--- src/rtl/id_ex_stage_pkg.sv ---
`default_nettype none
// ============================================================================
// Module      : id_ex_stage_pkg
// Description : Shared pipeline definitions for the ID/EX stage: ALU operation
//               codes, forwarding-source encoding and the forwarding-match
//               helper used by both operand forwarding units.
// Ports       : none (package)
// Revision    : 1.0 - initial release
// ============================================================================
package id_ex_stage_pkg;

    localparam int unsigned REG_ADDR_W = 5;
    localparam logic [REG_ADDR_W-1:0] REG_ZERO = 5'd0;

    // ALU operation codes carried down the pipe to the execute unit
    typedef enum logic [3:0] {
        ALU_ADD  = 4'b0000,
        ALU_SUB  = 4'b0001,
        ALU_AND  = 4'b0010,
        ALU_OR   = 4'b0011,
        ALU_XOR  = 4'b0100,
        ALU_SLL  = 4'b0101,
        ALU_SRL  = 4'b0110,
        ALU_SRA  = 4'b0111,
        ALU_SLT  = 4'b1000,
        ALU_SLTU = 4'b1001
    } alu_ctrl_e;

    // Operand source chosen by a forwarding unit
    typedef enum logic [1:0] {
        FWD_REG   = 2'b00,
        FWD_EXMEM = 2'b01,
        FWD_MEMWB = 2'b10
    } fwd_sel_e;

    // A later stage may supply an operand only when it is writing the very
    // register being read. r0 is hard-wired, so it is never a forward target.
    function automatic logic fwd_hit(
        input logic                  src_we,
        input logic [REG_ADDR_W-1:0] src_rd,
        input logic [REG_ADDR_W-1:0] rd_addr
    );
        return src_we && (src_rd == rd_addr) && (rd_addr != REG_ZERO);
    endfunction

endpackage : id_ex_stage_pkg
`default_nettype wire

--- src/rtl/id_ex_stage_fwd_sel.sv ---
`default_nettype none
// ============================================================================
// Module      : fwd_sel
// Description : Operand forwarding multiplexer for one source register.
//               Picks EX/MEM result, MEM/WB result or the stored register-file
//               value, with EX/MEM taking precedence as the younger result.
// Ports       : i_addr            - registered source register number
//               i_reg_data        - registered register-file operand
//               i_exmem_reg_write - EX/MEM stage will write a register
//               i_exmem_rd        - EX/MEM destination register
//               i_exmem_result    - EX/MEM result value
//               i_memwb_reg_write - MEM/WB stage will write a register
//               i_memwb_rd        - MEM/WB destination register
//               i_memwb_result    - MEM/WB result value
//               o_data            - forwarded operand
// Revision    : 1.0 - initial release
// ============================================================================
module fwd_sel
    import id_ex_stage_pkg::*;
#(
    parameter int WIDTH = 32
) (
    input  logic [4:0]       i_addr,
    input  logic [WIDTH-1:0] i_reg_data,
    input  logic             i_exmem_reg_write,
    input  logic [4:0]       i_exmem_rd,
    input  logic [WIDTH-1:0] i_exmem_result,
    input  logic             i_memwb_reg_write,
    input  logic [4:0]       i_memwb_rd,
    input  logic [WIDTH-1:0] i_memwb_result,
    output logic [WIDTH-1:0] o_data
);

    fwd_sel_e w_sel;

    // Source selection; the EX/MEM check comes first so it wins a double match
    always_comb begin
        w_sel = FWD_REG;
        if (fwd_hit(i_exmem_reg_write, i_exmem_rd, i_addr)) begin
            w_sel = FWD_EXMEM;
        end else if (fwd_hit(i_memwb_reg_write, i_memwb_rd, i_addr)) begin
            w_sel = FWD_MEMWB;
        end
    end

    always_comb begin
        case (w_sel)
            FWD_EXMEM: o_data = i_exmem_result;
            FWD_MEMWB: o_data = i_memwb_result;
            default:   o_data = i_reg_data;
        endcase
    end

endmodule : fwd_sel
`default_nettype wire

--- src/rtl/id_ex_stage.sv ---
`default_nettype none
// ============================================================================
// Module      : id_ex_stage
// Description : ID/EX pipeline register with operand forwarding and load-use
//               hazard detection. Captures decoded operands and control bits,
//               supports stall (hold) and flush (bubble), and presents the
//               forwarded ALU operands and store data to the execute stage.
// Ports       : i_clk, i_rst_n      - clock, synchronous active-low reset
//               i_stall, i_flush    - hold contents / load a bubble
//               i_valid + decode    - instruction fields from decode
//               i_exmem_*, i_memwb_* - forwarding sources
//               o_valid, o_src1, o_src2, o_store_data - execute operands
//               o_alu_ctrl, o_shamt, o_rd_addr, o_reg_write, o_mem_read,
//               o_mem_write, o_mem_to_reg - registered control to execute
//               o_load_use_hazard   - stall request back to decode
// Revision    : 1.0 - initial release
// ============================================================================
module id_ex_stage
    import id_ex_stage_pkg::*;
#(
    parameter int WIDTH = 32
) (
    input  logic             i_clk,
    input  logic             i_rst_n,
    input  logic             i_stall,
    input  logic             i_flush,
    input  logic             i_valid,
    input  logic [WIDTH-1:0] i_rs_data,
    input  logic [WIDTH-1:0] i_rt_data,
    input  logic [WIDTH-1:0] i_imm,
    input  logic [4:0]       i_rs_addr,
    input  logic [4:0]       i_rt_addr,
    input  logic [4:0]       i_rd_addr,
    input  logic [3:0]       i_alu_ctrl,
    input  logic [4:0]       i_shamt,
    input  logic             i_alu_src,
    input  logic             i_reg_write,
    input  logic             i_mem_read,
    input  logic             i_mem_write,
    input  logic             i_mem_to_reg,
    input  logic             i_exmem_reg_write,
    input  logic [4:0]       i_exmem_rd,
    input  logic [WIDTH-1:0] i_exmem_result,
    input  logic             i_memwb_reg_write,
    input  logic [4:0]       i_memwb_rd,
    input  logic [WIDTH-1:0] i_memwb_result,
    output logic             o_valid,
    output logic [WIDTH-1:0] o_src1,
    output logic [WIDTH-1:0] o_src2,
    output logic [WIDTH-1:0] o_store_data,
    output logic [3:0]       o_alu_ctrl,
    output logic [4:0]       o_shamt,
    output logic [4:0]       o_rd_addr,
    output logic             o_reg_write,
    output logic             o_mem_read,
    output logic             o_mem_write,
    output logic             o_mem_to_reg,
    output logic             o_load_use_hazard
);

    // ------------------------------------------------------------------
    // Pipeline register state
    // ------------------------------------------------------------------
    logic             r_valid_q,      w_valid_d;
    logic [WIDTH-1:0] r_rs_data_q,    w_rs_data_d;
    logic [WIDTH-1:0] r_rt_data_q,    w_rt_data_d;
    logic [WIDTH-1:0] r_imm_q,        w_imm_d;
    logic [4:0]       r_rs_addr_q,    w_rs_addr_d;
    logic [4:0]       r_rt_addr_q,    w_rt_addr_d;
    logic [4:0]       r_rd_addr_q,    w_rd_addr_d;
    logic [3:0]       r_alu_ctrl_q,   w_alu_ctrl_d;
    logic [4:0]       r_shamt_q,      w_shamt_d;
    logic             r_alu_src_q,    w_alu_src_d;
    logic             r_reg_write_q,  w_reg_write_d;
    logic             r_mem_read_q,   w_mem_read_d;
    logic             r_mem_write_q,  w_mem_write_d;
    logic             r_mem_to_reg_q, w_mem_to_reg_d;

    logic [WIDTH-1:0] w_rs_fwd;
    logic [WIDTH-1:0] w_rt_fwd;

    // ------------------------------------------------------------------
    // Next-state: flush beats stall; an idle decode slot becomes a bubble.
    // Reset is applied in the register process and beats everything.
    // ------------------------------------------------------------------
    always_comb begin
        // default: hold (stall)
        w_valid_d      = r_valid_q;
        w_rs_data_d    = r_rs_data_q;
        w_rt_data_d    = r_rt_data_q;
        w_imm_d        = r_imm_q;
        w_rs_addr_d    = r_rs_addr_q;
        w_rt_addr_d    = r_rt_addr_q;
        w_rd_addr_d    = r_rd_addr_q;
        w_alu_ctrl_d   = r_alu_ctrl_q;
        w_shamt_d      = r_shamt_q;
        w_alu_src_d    = r_alu_src_q;
        w_reg_write_d  = r_reg_write_q;
        w_mem_read_d   = r_mem_read_q;
        w_mem_write_d  = r_mem_write_q;
        w_mem_to_reg_d = r_mem_to_reg_q;

        if (i_flush || (!i_stall && !i_valid)) begin
            w_valid_d      = 1'b0;
            w_rs_data_d    = '0;
            w_rt_data_d    = '0;
            w_imm_d        = '0;
            w_rs_addr_d    = REG_ZERO;
            w_rt_addr_d    = REG_ZERO;
            w_rd_addr_d    = REG_ZERO;
            w_alu_ctrl_d   = ALU_ADD;
            w_shamt_d      = 5'd0;
            w_alu_src_d    = 1'b0;
            w_reg_write_d  = 1'b0;
            w_mem_read_d   = 1'b0;
            w_mem_write_d  = 1'b0;
            w_mem_to_reg_d = 1'b0;
        end else if (!i_stall) begin
            w_valid_d      = 1'b1;
            w_rs_data_d    = i_rs_data;
            w_rt_data_d    = i_rt_data;
            w_imm_d        = i_imm;
            w_rs_addr_d    = i_rs_addr;
            w_rt_addr_d    = i_rt_addr;
            w_rd_addr_d    = i_rd_addr;
            w_alu_ctrl_d   = i_alu_ctrl;
            w_shamt_d      = i_shamt;
            w_alu_src_d    = i_alu_src;
            w_reg_write_d  = i_reg_write;
            w_mem_read_d   = i_mem_read;
            w_mem_write_d  = i_mem_write;
            w_mem_to_reg_d = i_mem_to_reg;
        end
    end

    always_ff @(posedge i_clk) begin
        if (!i_rst_n) begin
            r_valid_q      <= 1'b0;
            r_rs_data_q    <= '0;
            r_rt_data_q    <= '0;
            r_imm_q        <= '0;
            r_rs_addr_q    <= REG_ZERO;
            r_rt_addr_q    <= REG_ZERO;
            r_rd_addr_q    <= REG_ZERO;
            r_alu_ctrl_q   <= ALU_ADD;
            r_shamt_q      <= 5'd0;
            r_alu_src_q    <= 1'b0;
            r_reg_write_q  <= 1'b0;
            r_mem_read_q   <= 1'b0;
            r_mem_write_q  <= 1'b0;
            r_mem_to_reg_q <= 1'b0;
        end else begin
            r_valid_q      <= w_valid_d;
            r_rs_data_q    <= w_rs_data_d;
            r_rt_data_q    <= w_rt_data_d;
            r_imm_q        <= w_imm_d;
            r_rs_addr_q    <= w_rs_addr_d;
            r_rt_addr_q    <= w_rt_addr_d;
            r_rd_addr_q    <= w_rd_addr_d;
            r_alu_ctrl_q   <= w_alu_ctrl_d;
            r_shamt_q      <= w_shamt_d;
            r_alu_src_q    <= w_alu_src_d;
            r_reg_write_q  <= w_reg_write_d;
            r_mem_read_q   <= w_mem_read_d;
            r_mem_write_q  <= w_mem_write_d;
            r_mem_to_reg_q <= w_mem_to_reg_d;
        end
    end

    // ------------------------------------------------------------------
    // Operand forwarding. Upstream valid is not consulted: the later stages
    // are expected to deassert reg_write for their own bubbles.
    // ------------------------------------------------------------------
    fwd_sel #(
        .WIDTH (WIDTH)
    ) u_fwd_rs (
        .i_addr            (r_rs_addr_q),
        .i_reg_data        (r_rs_data_q),
        .i_exmem_reg_write (i_exmem_reg_write),
        .i_exmem_rd        (i_exmem_rd),
        .i_exmem_result    (i_exmem_result),
        .i_memwb_reg_write (i_memwb_reg_write),
        .i_memwb_rd        (i_memwb_rd),
        .i_memwb_result    (i_memwb_result),
        .o_data            (w_rs_fwd)
    );

    fwd_sel #(
        .WIDTH (WIDTH)
    ) u_fwd_rt (
        .i_addr            (r_rt_addr_q),
        .i_reg_data        (r_rt_data_q),
        .i_exmem_reg_write (i_exmem_reg_write),
        .i_exmem_rd        (i_exmem_rd),
        .i_exmem_result    (i_exmem_result),
        .i_memwb_reg_write (i_memwb_reg_write),
        .i_memwb_rd        (i_memwb_rd),
        .i_memwb_result    (i_memwb_result),
        .o_data            (w_rt_fwd)
    );

    // ------------------------------------------------------------------
    // Outputs
    // ------------------------------------------------------------------
    assign o_valid      = r_valid_q;
    assign o_src1       = w_rs_fwd;
    // Immediate replaces rt on the ALU input only; stores always need rt
    assign o_src2       = r_alu_src_q ? r_imm_q : w_rt_fwd;
    assign o_store_data = w_rt_fwd;
    assign o_alu_ctrl   = r_alu_ctrl_q;
    assign o_shamt      = r_shamt_q;
    assign o_rd_addr    = r_rd_addr_q;
    assign o_reg_write  = r_reg_write_q;
    assign o_mem_read   = r_mem_read_q;
    assign o_mem_write  = r_mem_write_q;
    assign o_mem_to_reg = r_mem_to_reg_q;

    // A load in EX cannot forward until MEM completes, so a dependent
    // instruction sitting in decode must be held back one cycle.
    assign o_load_use_hazard = r_valid_q && r_mem_read_q
                               && (r_rd_addr_q != REG_ZERO) && i_valid
                               && ((r_rd_addr_q == i_rs_addr) || (r_rd_addr_q == i_rt_addr));

endmodule : id_ex_stage
`default_nettype wire

--- config.mk ---
export PLATFORM = sky130hd
export DESIGN_NAME = id_ex_stage
export DESIGN_NICKNAME = d
export VERILOG_FILES = /design/src/rtl/id_ex_stage_pkg.sv /design/src/rtl/id_ex_stage_fwd_sel.sv /design/src/rtl/id_ex_stage.sv
export SDC_FILE = /design/constraint.sdc
export NUM_CORES = 1
export LEC_CHECK = 0
export ABC_CLOCK_PERIOD_IN_PS = 7500
export BUFFER_PORTS_ARGS = -buffer_cell sky130_fd_sc_hd__buf_2
export CAP_MARGIN = 0
export CORE_MARGIN = 4
export CORE_UTILIZATION = 51
export CTS_CLUSTER_DIAMETER = 150
export DETAILED_ROUTE_END_ITERATION = 12
export MAX_ROUTING_LAYER = met4
export PLACE_DENSITY = 0.92
export SLEW_MARGIN = 20
export SYNTH_ARGS = -nofsm -noshare
export SYNTH_HDL_FRONTEND = slang
export SYNTH_SLANG_ARGS = --single-unit
export TNS_END_PERCENT = 100
--- constraint.sdc ---
create_clock -name i_clk -period 7.5 [get_ports i_clk]
set_input_delay 2.25 -clock i_clk [delete_from_list [all_inputs] [get_ports i_clk]]
set_output_delay 2.25 -clock i_clk [all_outputs]
set_load 0.005 [all_outputs]
Yosys cells after proc, flatten, opt, wreduce, memory -nomap -nowiden:

Index checks and enable logic that the tools add are counted.

* reduce and logical (&&, ||, !) cells: 21
* muxes and demuxes: 7
* eq/ne operators: 10
* bitwise gates (word level): 1

Operator list (number)
* 32-bit case mux with 2 select lines: 2
* 32-bit 2-to-1 mux: 1
* 5-bit == test: 6
* 5-bit nonzero test: 3
* 1-bit logical AND: 13
* 2-bit 2-to-1 mux: 4
* 2-bit by 1-bit == test with 1-bit output (second input constant): 2
* 2-bit == test (second input constant): 2
* 1-bit logical NOT: 2
* 1-bit logical OR: 2
* 2-bit OR reduction: 1
* 1-bit NOT: 1

* logic and storage cells: 53
* input port bits: 206
* flip-flop bits (word level): 126
* output and inout bits: 116

Depth between registers and ports, before layout:

Gate-level depths: netlist (run 1).

* depth in word-level cells: 8
* mapped depth: 7
* depth with buffers taken out: 5

Hierarchy:

From an unflattened synthesis (run 1), not the netlist that was laid out.

* cells, all modules: 798
* area, all modules: 6832.8 µm²

Modules (own cells, without submodules)
* id_ex_stage: sequential area each 2522.4 µm², cells an instance 460, times used 1, area an instance 4936.0 µm²
* fwd_sel: sequential area each 0.0 µm², cells an instance 169, times used 2, area an instance 948.4 µm²

Worst setup path before layout (run 1):

No wires, ideal clock.

* path kind: input-to-output
* start point: in i_memwb_rd[3]
* end point: out o_src2[16]
* data required time: 5.250 ns
* path buffers: 1
* cell stages on the path: 6
* slack: 1.686 ns
* data arrival time: 3.564 ns
* path through: xnor2_1 -> nand2_1 -> clkbuf_1 -> o31ai_1 -> a31oi_1 -> mux2_1

* longest elaborated chain between the ends: 8
* elaborated cells between the ends (all ways): 9
* classes of those cells: 3 x eq/ne; 4 x mux; 2 x reduce/logical

Ends and longest elaborated chain
* start, declared: line id_ex_stage.sv:45 `input logic [4:0] i_memwb_rd,`
* 5-bit == test (*): line id_ex_stage_pkg.sv:43 `return src_we && (src_rd == rd_addr) && (rd_addr != REG_ZERO);`
* 1-bit logical AND (*) (2 in series): line id_ex_stage_pkg.sv:43
* 2-bit 2-to-1 mux (*): line id_ex_stage_fwd_sel.sv:41 `end else if (fwd_hit(i_memwb_reg_write, i_memwb_rd, i_addr)) begin`
* 2-bit 2-to-1 mux (*): line id_ex_stage_fwd_sel.sv:39 `if (fwd_hit(i_exmem_reg_write, i_exmem_rd, i_addr)) begin`
* 2-bit == test or 2-bit by 1-bit == test with 1-bit output (tied branches): line id_ex_stage_fwd_sel.sv:47 `case (w_sel)`
* 32-bit case mux with 2 select lines (*): line id_ex_stage_fwd_sel.sv:47
* named net o_store_data[16]: line id_ex_stage.sv:50 `output logic [WIDTH-1:0] o_store_data,`
* 32-bit 2-to-1 mux (*): line id_ex_stage.sv:208 `assign o_src2 = r_alu_src_q ? r_imm_q : w_rt_fwd;`
* end, declared: line id_ex_stage.sv:49 `output logic [WIDTH-1:0] o_src2,`

The timed path passes the listed nets; every way through them passes the cells marked *.

Worst setup path in the final report (run 1):

* start point: in i_memwb_rd[3]
* end point: out o_src2[26]

* longest elaborated chain between the ends: 8
* elaborated cells between the ends (all ways): 9
* classes of those cells: 3 x eq/ne; 4 x mux; 2 x reduce/logical

Ends and longest elaborated chain (line)
* 5-bit == test (*): id_ex_stage_pkg.sv:43
* 1-bit logical AND (*) (2 in series): id_ex_stage_pkg.sv:43
* 2-bit 2-to-1 mux (*): id_ex_stage_fwd_sel.sv:41
* 2-bit 2-to-1 mux (*): id_ex_stage_fwd_sel.sv:39
* 2-bit == test or 2-bit by 1-bit == test with 1-bit output (tied branches): id_ex_stage_fwd_sel.sv:47
* 32-bit case mux with 2 select lines (*): id_ex_stage_fwd_sel.sv:47
* 32-bit 2-to-1 mux (*): id_ex_stage.sv:208

Mark *: on every way between the ends. The rest lies on a longest branch, timed or not.

==> results of run 1 <==
## critical path: cells and delay by family
kind | cells | cell delay [ns]
AOI/OAI and AO/OA | 2 | 0.69
buffers and inverters | 4 | 0.84
xor gates and xnor gates | 1 | 0.11
and+or+nand+nor | 1 | 0.09
muxes | 1 | 0.28
## power by group through the flow
stage / clock network (uW) / registers, uW / logic (uW)
2_1_floorplan: 0 / 712 / 136
3_3_place_gp: 0 / 716 / 243
3_5_place_dp: 0 / 717 / 250
4_1_cts: 843 / 703 / 252
5_1_grt: 868 / 705 / 276
6_report: 831 / 704 / 256
## layer usage
layer | GRT usage [%] | up-vias
li1 | - | 3393
met1 | 34.8 | 3452
met2 | 52.4 | 443
met5 | - | -
met4 | 14.0 | 0
met3 | 8.70 | 67
## final cells by class
| cell class | count | area [um2] |
|---|---|---|
| flip-flops and latches | 126 | 2520 |
| inverters | 2 | 7.51 |
| well taps | 176 | 220 |
| multi-input cells | 592 | 4110 |
| repair buffers | 337 | 1730 |
| diodes | 1 | 2.50 |
| clock buffers | 21 | 460 |
| clock inverters | 11 | 140 |
| fillers | 1006 | 4040 |
## synth_stat cells (all sizes together)
master,instances,area share [%]
and3,32,2.9
dfxtp,126,37
o211ai,2,0.29
a31oi,32,2.9
xnor2,20,2.5
or2,2,0.18
buf,24,1.6
o31ai,32,3.5
nand2,33,1.8
mux2i,157,23
mux2,32,5.2
and4,1,0.13
nand3,34,2.5
or4,3,0.38
clkbuf,49,2.7
xor2,10,1.3
nor2,127,6.9
nor3,34,2.5
inv,2,0.11
o21ai,32,2.3
o2111ai,1,0.13
nand4,4,0.36
a21oi,2,0.15
nor4,2,0.36
## logic make-up after synthesis
group                     Yosys count
xor gates and xnor gates           30
DFF                               126
buffers and inverters              75
and+or+nand+nor                   272
muxes                             189
AOI/OAI and AO/OA                 101
## metrics by stage
stage	hold WS [ns]	cells	worst slack [ns]	power [uW]	util [%]
2_1_floorplan	0.458	793	1.69	848	-
3_3_place_gp	0.452	1233	1.02	960	64.9
3_5_place_dp	0.464	1233	1.03	967	64.9
4_1_cts	0.472	1265	0.999	1800	69.5
5_1_grt	0.497	1266	0.884	1850	69.5
6_report	0.476	1266	0.966	1790	69.5
## worst paths after layout
kind	from	to	slack [ns]	depth (start not counted)
max reg2reg	r_alu_src_q	r_alu_src_q	6.20	2
min reg2reg	o_valid	o_valid	0.48	2
min	o_valid	o_valid	0.48	2
max	i_memwb_rd[3]	o_src2[26]	0.97	9
==> parameters.txt, run 1 <==
Parameter                              Value

STA
  Fraction of the cycle the final worst path needs    87.1%
  Final number of max-transition violations    0
  Fin. Hold Viols    0
  Slew @ Worst Pin    0.947 ns
  Fin Setup TNS    0 ns
  Maximum achievable frequency    around 150 MHz
  Unrepaired setup endpoints after global routing    no
  Post-route clock skew    0 ns
  Final number of setup-violating endpoints    0
  Post-layout minimum cycle time    6.53 ns
  Relative slew slack    around 37%

Critical path
  CP Class    in -> out
  Worst Path Max Fanout    33
  Category of the worst setup path capture point    output pin
  Data arrival at the endpoint of the critical path    4.28 ns
  Critical path startpoint category    input port
  Slowest CP cell    sky130_fd_sc_hd__o31ai_1
  Stage delay of the slowest cell on the critical path    0.50 ns
  Worst path cell trace    buf_2 -> xnor2_2 -> buf_4 -> nand2_1 -> buf_4 -> o31ai_1 -> a31oi_1 -> mux2_2 -> buf_2
  Critical path required time    5.25 ns

Yosys
  Sequential-to-total area share from yosys stat    a little over a third
  Combined area of all synthesized cells    around 0.0069 mm2
  Multiplexer share of the synthesized area    between 20 and 30%
  Post-synthesis share of cell area spent on xor and xnor gates    about 3.8%
  Synth unique cells    29
  Post-Syn Instances    793
  Basic-gate share of the synthesized area counting and, or, nand and nor cells    roughly 18%
  Synthesis Warnings    0
  Syn Nets    999
  Adder-cell area share of the yosys netlist    0%
  Synth Area per Inst    8.70 um2
  Main combinational cell family by area after synthesis    multiplexers
  Synthesized-area fraction occupied by ao, oa, aoi and oai cells    9.27%
  Number of storage elements in the synthesis netlist    approximately 130

Finish
  Most frequent cells in the layout    sky130_fd_sc_hd__buf_2, sky130_fd_sc_hd__mux2i_1, sky130_fd_sc_hd__nor2_1
  Most frequent standard cell in the layout excluding fill and tap cells    sky130_fd_sc_hd__buf_2
  Area of all placed cells without fillers    0.00920 mm2
  Fraction of layout cells with a size suffix above 1    37.3%
  Registers with the most flip-flops    r_imm_q (32), r_rs_data_q (32), r_rt_data_q (32)
  Growth of design area from synthesis to finish    33.4%
  # nets final    1282

Power and ir drop
  Fraction of power spent switching nets    approximately a quarter
  Cell area power density    slightly below 200 mW/mm2
  Switching pwr    449 uW
  Share of total power in sequential cells    39.3%
  Internal power summed over all cells    ~1300 uW
  Share of total power in combinational logic    14.3%
  Fraction of power consumed by the clock network    46.4%
  Leakage power of the design    0.00441 uW
  Maximum ir drop on the vdd rail    0.196 mV

Place
  Placed standard-cell area    0.00860 mm2
  Count of buffers inserted at the top-level ports    321
  Estimated wirelength of the detail-placed design    17600 um
  GP Congestion    0.932

Clocking
  Root cell of the clock tree    sky130_fd_sc_hd__clkbuf_16
  H-tree Lvls    4
  Clk_lat worst skew    0.42 ns
  Hold buffer count at cts    0
  Number of CTS-inserted buffers    17
  CTS clock-pin slew for the worst setup and hold paths    around 0.060 ns
  CTS Buffer Depth    2
  CTS tree    built
  Clock sink total    126
  Buffer count from post-CTS setup fixing    0
  Number of gates resized after CTS    0

Floorplan
  Die extent in y    124 um
  Core Area    0.0132 mm2
  Top Ports    322
  Area of the die    about 0.015 mm2
  Rows    42
  Initial Util    52.1%
  Horizontal die dimension    around 120 um

Drt
  DRC violations left    0
  Final ANT Viol Nets    0
  Vias    between 7000 and 8000
  Sum of routed wire length over all layers    24700 um
  Metal-1 WL    9370 um
  Average wire length per cell after detail routing    19.5 um
  Sum of met3 wire segment lengths after detailed routing    ~2200 um
  Initial DRC count    500
  Detail-routed via count per cell    5.81
  Pre-Repair DR Iteration Count    7
  Wire length on met2    around 12000 um
  Top routing layer in use    met4

GRT
  Initial antenna violation count    1
  Grt ovf    0
  Total routing usage reported by global routing    31.3%
  Via count of the first global-routing pass    ~7400
  Maximum number of pins on one net before global-route repair    80
  First-pass GRT wire length    38300 um

Flow run
  Number of max-cap violations    0

Min path
  Hold/Removal Path Class    reg -> reg

Outcome
  Result of the run    complete, no violations
Power figures use the tool's default switching activity.
==> run 2: changes to the inputs <==
--- a/config.mk
+++ b/config.mk
@@ -13,9 +13,10 @@
 export CTS_CLUSTER_DIAMETER = 150
 export DETAILED_ROUTE_END_ITERATION = 12
 export MAX_ROUTING_LAYER = met4
-export PLACE_DENSITY = 0.92
+export PLACE_DENSITY = 0.93
 export SLEW_MARGIN = 20
 export SYNTH_ARGS = -nofsm -noshare
 export SYNTH_HDL_FRONTEND = slang
+export SYNTH_HIERARCHICAL = 1
 export SYNTH_SLANG_ARGS = --single-unit
 export TNS_END_PERCENT = 100
==> run 2 against run 1 <==
Compared with the run above: synthesized cell count up 0.63%; sequential share of layout area up 0.56 points; wire length up 8.8%; clock power down 8.1%; critical endpoint is now o_src2[25]; largest cell class unchanged; largest power group unchanged.
==> parameters.txt, run 2 <==
Parameter                              Value

STA
  Slew @ Worst Pin    0.950 ns (was 0.947 ns)
  Relative slew slack    36.6% (was 36.9%)
  Unrepaired setup endpoints after global routing    no (unchanged)
  Post-layout minimum cycle time    6.60 ns (was 6.53 ns)
  Final number of max-transition violations    0 (unchanged)
  Final number of setup-violating endpoints    0 (unchanged)
  Maximum achievable frequency    152 MHz (was 153 MHz)
  Slack of the critical path    0.902 ns (was 0.966 ns)
  Post-route clock skew    0 ns (unchanged)
  Fraction of the cycle the final worst path needs    88.0% (was 87.1%)
  Fin Setup TNS    0 ns (unchanged)
  Fin. Hold Viols    0 (unchanged)

Floorplan
  Die extent in y    124 um (about the same)
  Area of the die    0.0153 mm2 (was 0.0155 mm2)
  Horizontal die dimension    124 um (about the same)
  Initial Util    51.8% (was 52.1%)
  Core Area    0.0132 mm2 (about the same)
  Top Ports    322 (unchanged)
  Rows    42 (unchanged)

Flow run
  Number of max-cap violations    0 (unchanged)

Place
  GP Congestion    0.957 (was 0.932)
  Estimated wirelength of the detail-placed design    19200 um (was 17600 um)
  Total placed cells including tap cells    1235 (was 1233)
  Count of buffers inserted at the top-level ports    321 (unchanged)
  Post-placement setup slack    1.05 ns (was 1.03 ns)

Yosys
  Most frequent cell after synthesis    sky130_fd_sc_hd__dfxtp_1 (was sky130_fd_sc_hd__mux2i_1)
  Number of flops mapped to enable cells by yosys    0 (unchanged)
  Most used standard cells in the synthesized netlist    sky130_fd_sc_hd__dfxtp_1, sky130_fd_sc_hd__mux2i_1, sky130_fd_sc_hd__nor2_1 (was sky130_fd_sc_hd__mux2i_1, sky130_fd_sc_hd__nor2_1, sky130_fd_sc_hd__dfxtp_1)
  Asr flop ratio synth    0% (unchanged)
  Synth unique cells    25 (was 29)
  Synth Area per Inst    8.56 um2 (was 8.70 um2)
  Number of storage elements in the synthesis netlist    126 (unchanged)
  Sequential-to-total area share from yosys stat    36.9% (was 36.6%)
  Synthesis Warnings    6 (was 0)
  Leading post-synthesis cells by cell area    sky130_fd_sc_hd__dfxtp_1, sky130_fd_sc_hd__mux2i_1, sky130_fd_sc_hd__nor2_1 (unchanged)
  Area share of the largest cell type after synthesis    36.9% (was 36.6%)
  Dominant register cell in the synthesized netlist    sky130_fd_sc_hd__dfxtp_1 (unchanged)
  Syn Nets    1004 (was 999)
  Post-Syn Instances    798 (was 793)
  Cell taking the most area after synthesis    sky130_fd_sc_hd__dfxtp_1 (unchanged)
  Combined area of all synthesized cells    0.00683 mm2 (was 0.00690 mm2)

Critical path
  CP Class    in -> out (unchanged)
  Worst reg2reg startpoint    r_alu_src_q (unchanged)
  Critical path startpoint category    input port (unchanged)
  Critical path required time    5.25 ns (about the same)
  Category of the worst setup path capture point    output pin (unchanged)
  R2R Setup Slk    6.23 ns (was 6.20 ns)
  Critical R2R Capture    r_alu_src_q (unchanged)
  Worst Path Max Fanout    18 (was 33)
  Worst reg-to-reg path cell count    2 (unchanged)
  Data arrival at the endpoint of the critical path    4.35 ns (was 4.28 ns)

Drt
  DRC violations left    0 (unchanged)
  Sum of routed wire length over all layers    26800 um (was 24700 um)
  Initial DRC count    1112 (was 500)
  Vias    7821 (was 7355)
  Pre-Repair DR Iteration Count    7 (unchanged)
  Average wire length per cell after detail routing    21.1 um (was 19.5 um)
  Final ANT Viol Nets    0 (unchanged)
  Detail-routed via count per cell    6.16 (was 5.81)

GRT
  Maximum number of pins on one net before global-route repair    73 (was 80)
  Via count of the first global-routing pass    7467 (was 7378)
  Initial antenna violation count    3 (was 1)
  Total routing usage reported by global routing    34.4% (was 31.3%)
  Grt ovf    0 (unchanged)
  First-pass GRT wire length    39000 um (was 38300 um)

Clocking
  Clock sink total    126 (unchanged)
  CTS Buffer Depth    2 (unchanged)
  Buffer count from post-CTS setup fixing    0 (unchanged)
  Number of gates resized after CTS    0 (unchanged)
  Hold buffer count at cts    0 (unchanged)
  Number of CTS-inserted buffers    17 (unchanged)
  Root cell of the clock tree    sky130_fd_sc_hd__clkbuf_16 (unchanged)
  Clk_lat worst skew    0.42 ns (about the same)
  CTS tree    built (unchanged)
  CTS clock-pin slew for the worst setup and hold paths    0.05 ns (was 0.06 ns)
  H-tree Lvls    4 (unchanged)

Finish
  Growth of design area from synthesis to finish    32.0% (was 33.4%)
  Most frequent standard cell in the layout excluding fill and tap cells    sky130_fd_sc_hd__buf_2 (unchanged)
  Fraction of layout cells with a size suffix above 1    37.5% (was 37.3%)
  Final Non-Filler Cells    1270 (was 1266)
  # nets final    1284 (was 1282)
  Filler cell count    1044 (was 1006)
  End-of-flow core utilization    68.4% (was 69.5%)
  Registers with the most flip-flops    r_imm_q (32), r_rs_data_q (32), r_rt_data_q (32) (unchanged)
  Most frequent cells in the layout    sky130_fd_sc_hd__buf_2, sky130_fd_sc_hd__mux2i_1, sky130_fd_sc_hd__nor2_1, sky130_fd_sc_hd__dfxtp_1 (was sky130_fd_sc_hd__buf_2, sky130_fd_sc_hd__mux2i_1, sky130_fd_sc_hd__nor2_1)

Power and ir drop
  Maximum ir drop on the vdd rail    0.211 mV (was 0.196 mV)
  Leakage power of the design    0.00423 uW (was 0.00441 uW)
  Cell area power density    191 mW/mm2 (was 195 mW/mm2)
  Total power after layout    1720 uW (was 1790 uW)

Outcome
  Result of the run    complete, no violations (unchanged)

Min path
  Hold Path Depth    2 (unchanged)
  Hold endpoint    r_rt_data_q[8] (was o_valid)
  Hold_sp    r_rt_data_q[8] (was o_valid)
  Hold/Removal Path Class    reg -> reg (unchanged)
run 2: layer usage:
| layer | vias to the layer above | track usage (%) | part of all wire (%) |
|---|---|---|---|
| li1 | 3438 | - | - |
| met4 | 0 | 16.5 | 4.7 |
| met1 | 3618 | 38.6 | 36 |
| met5 | - | - | 0 |
| met3 | 135 | 11.7 | 12 |
| met2 | 630 | 54.9 | 47 |
run 2: where the power goes:
part	internal, uW	total (uW)	switching [uW]	leakage [uW]
Combinational	115	254	139	0.00294
Sequential	688	703	15.1	0.00102
Clock	454	764	311	0.000262
run 2: cells by family (layout without fill, tap and decap cells):
family                    count (synthesis)  count (layout)  synth area share [%]
muxes                                   157             157                  23.6
AOI/OAI and AO/OA                       138             138                  12.0
xor gates and xnor gates                 30              30                  3.85
other                                     0               3                     0
and+or+nand+nor                         268             268                  17.8
buffers and inverters                    79             372                  5.84
DFF                                     126             126                  36.9
run 2: per-stage QoR:
stage | hold slack, ns | cell area (um2)
after CTS | 0.492 | 9010
after global placement | 0.454 | 8430
final | 0.486 | 9020
after detailed placement | 0.478 | 8460
after floorplan | 0.457 | 6830
after global routing | 0.510 | 9020
run 2: area by class of cell:
type | count | area, um2 | area share, %
sequential | 126 | 2520 | 28.0
antenna | 3 | 7.51 | 0.0832
clock inverter | 14 | 120 | 1.33
tap | 176 | 220 | 2.44
clock buffer | 18 | 429 | 4.76
multi-input combinational | 593 | 3940 | 43.7
inverter | 2 | 7.51 | 0.0832
timing repair buffer | 338 | 1770 | 19.7
run 2: worst max path at each step:
stage | from | endpoint | slack, ns
after floorplan | i_memwb_rd[0] | o_src2[0] | 1.70
after global placement | i_memwb_rd[1] | o_src2[25] | 1.10
after detailed placement | i_memwb_rd[1] | o_src2[25] | 1.05
after CTS | i_memwb_rd[1] | o_src2[25] | 1.05
after global routing | i_memwb_rd[1] | o_src2[25] | 0.83
final | i_memwb_rd[1] | o_src2[25] | 0.90
run 2: worst max-delay path, stage by stage:
cell and delay, ns:
sky130_fd_sc_hd__buf_2 0.12, sky130_fd_sc_hd__xnor2_1 0.25, sky130_fd_sc_hd__o211a_1 0.61, sky130_fd_sc_hd__buf_12 0.25
sky130_fd_sc_hd__nand3_1 0.09, sky130_fd_sc_hd__a31oi_1 0.39, sky130_fd_sc_hd__mux2_2 0.24, sky130_fd_sc_hd__buf_2 0.14
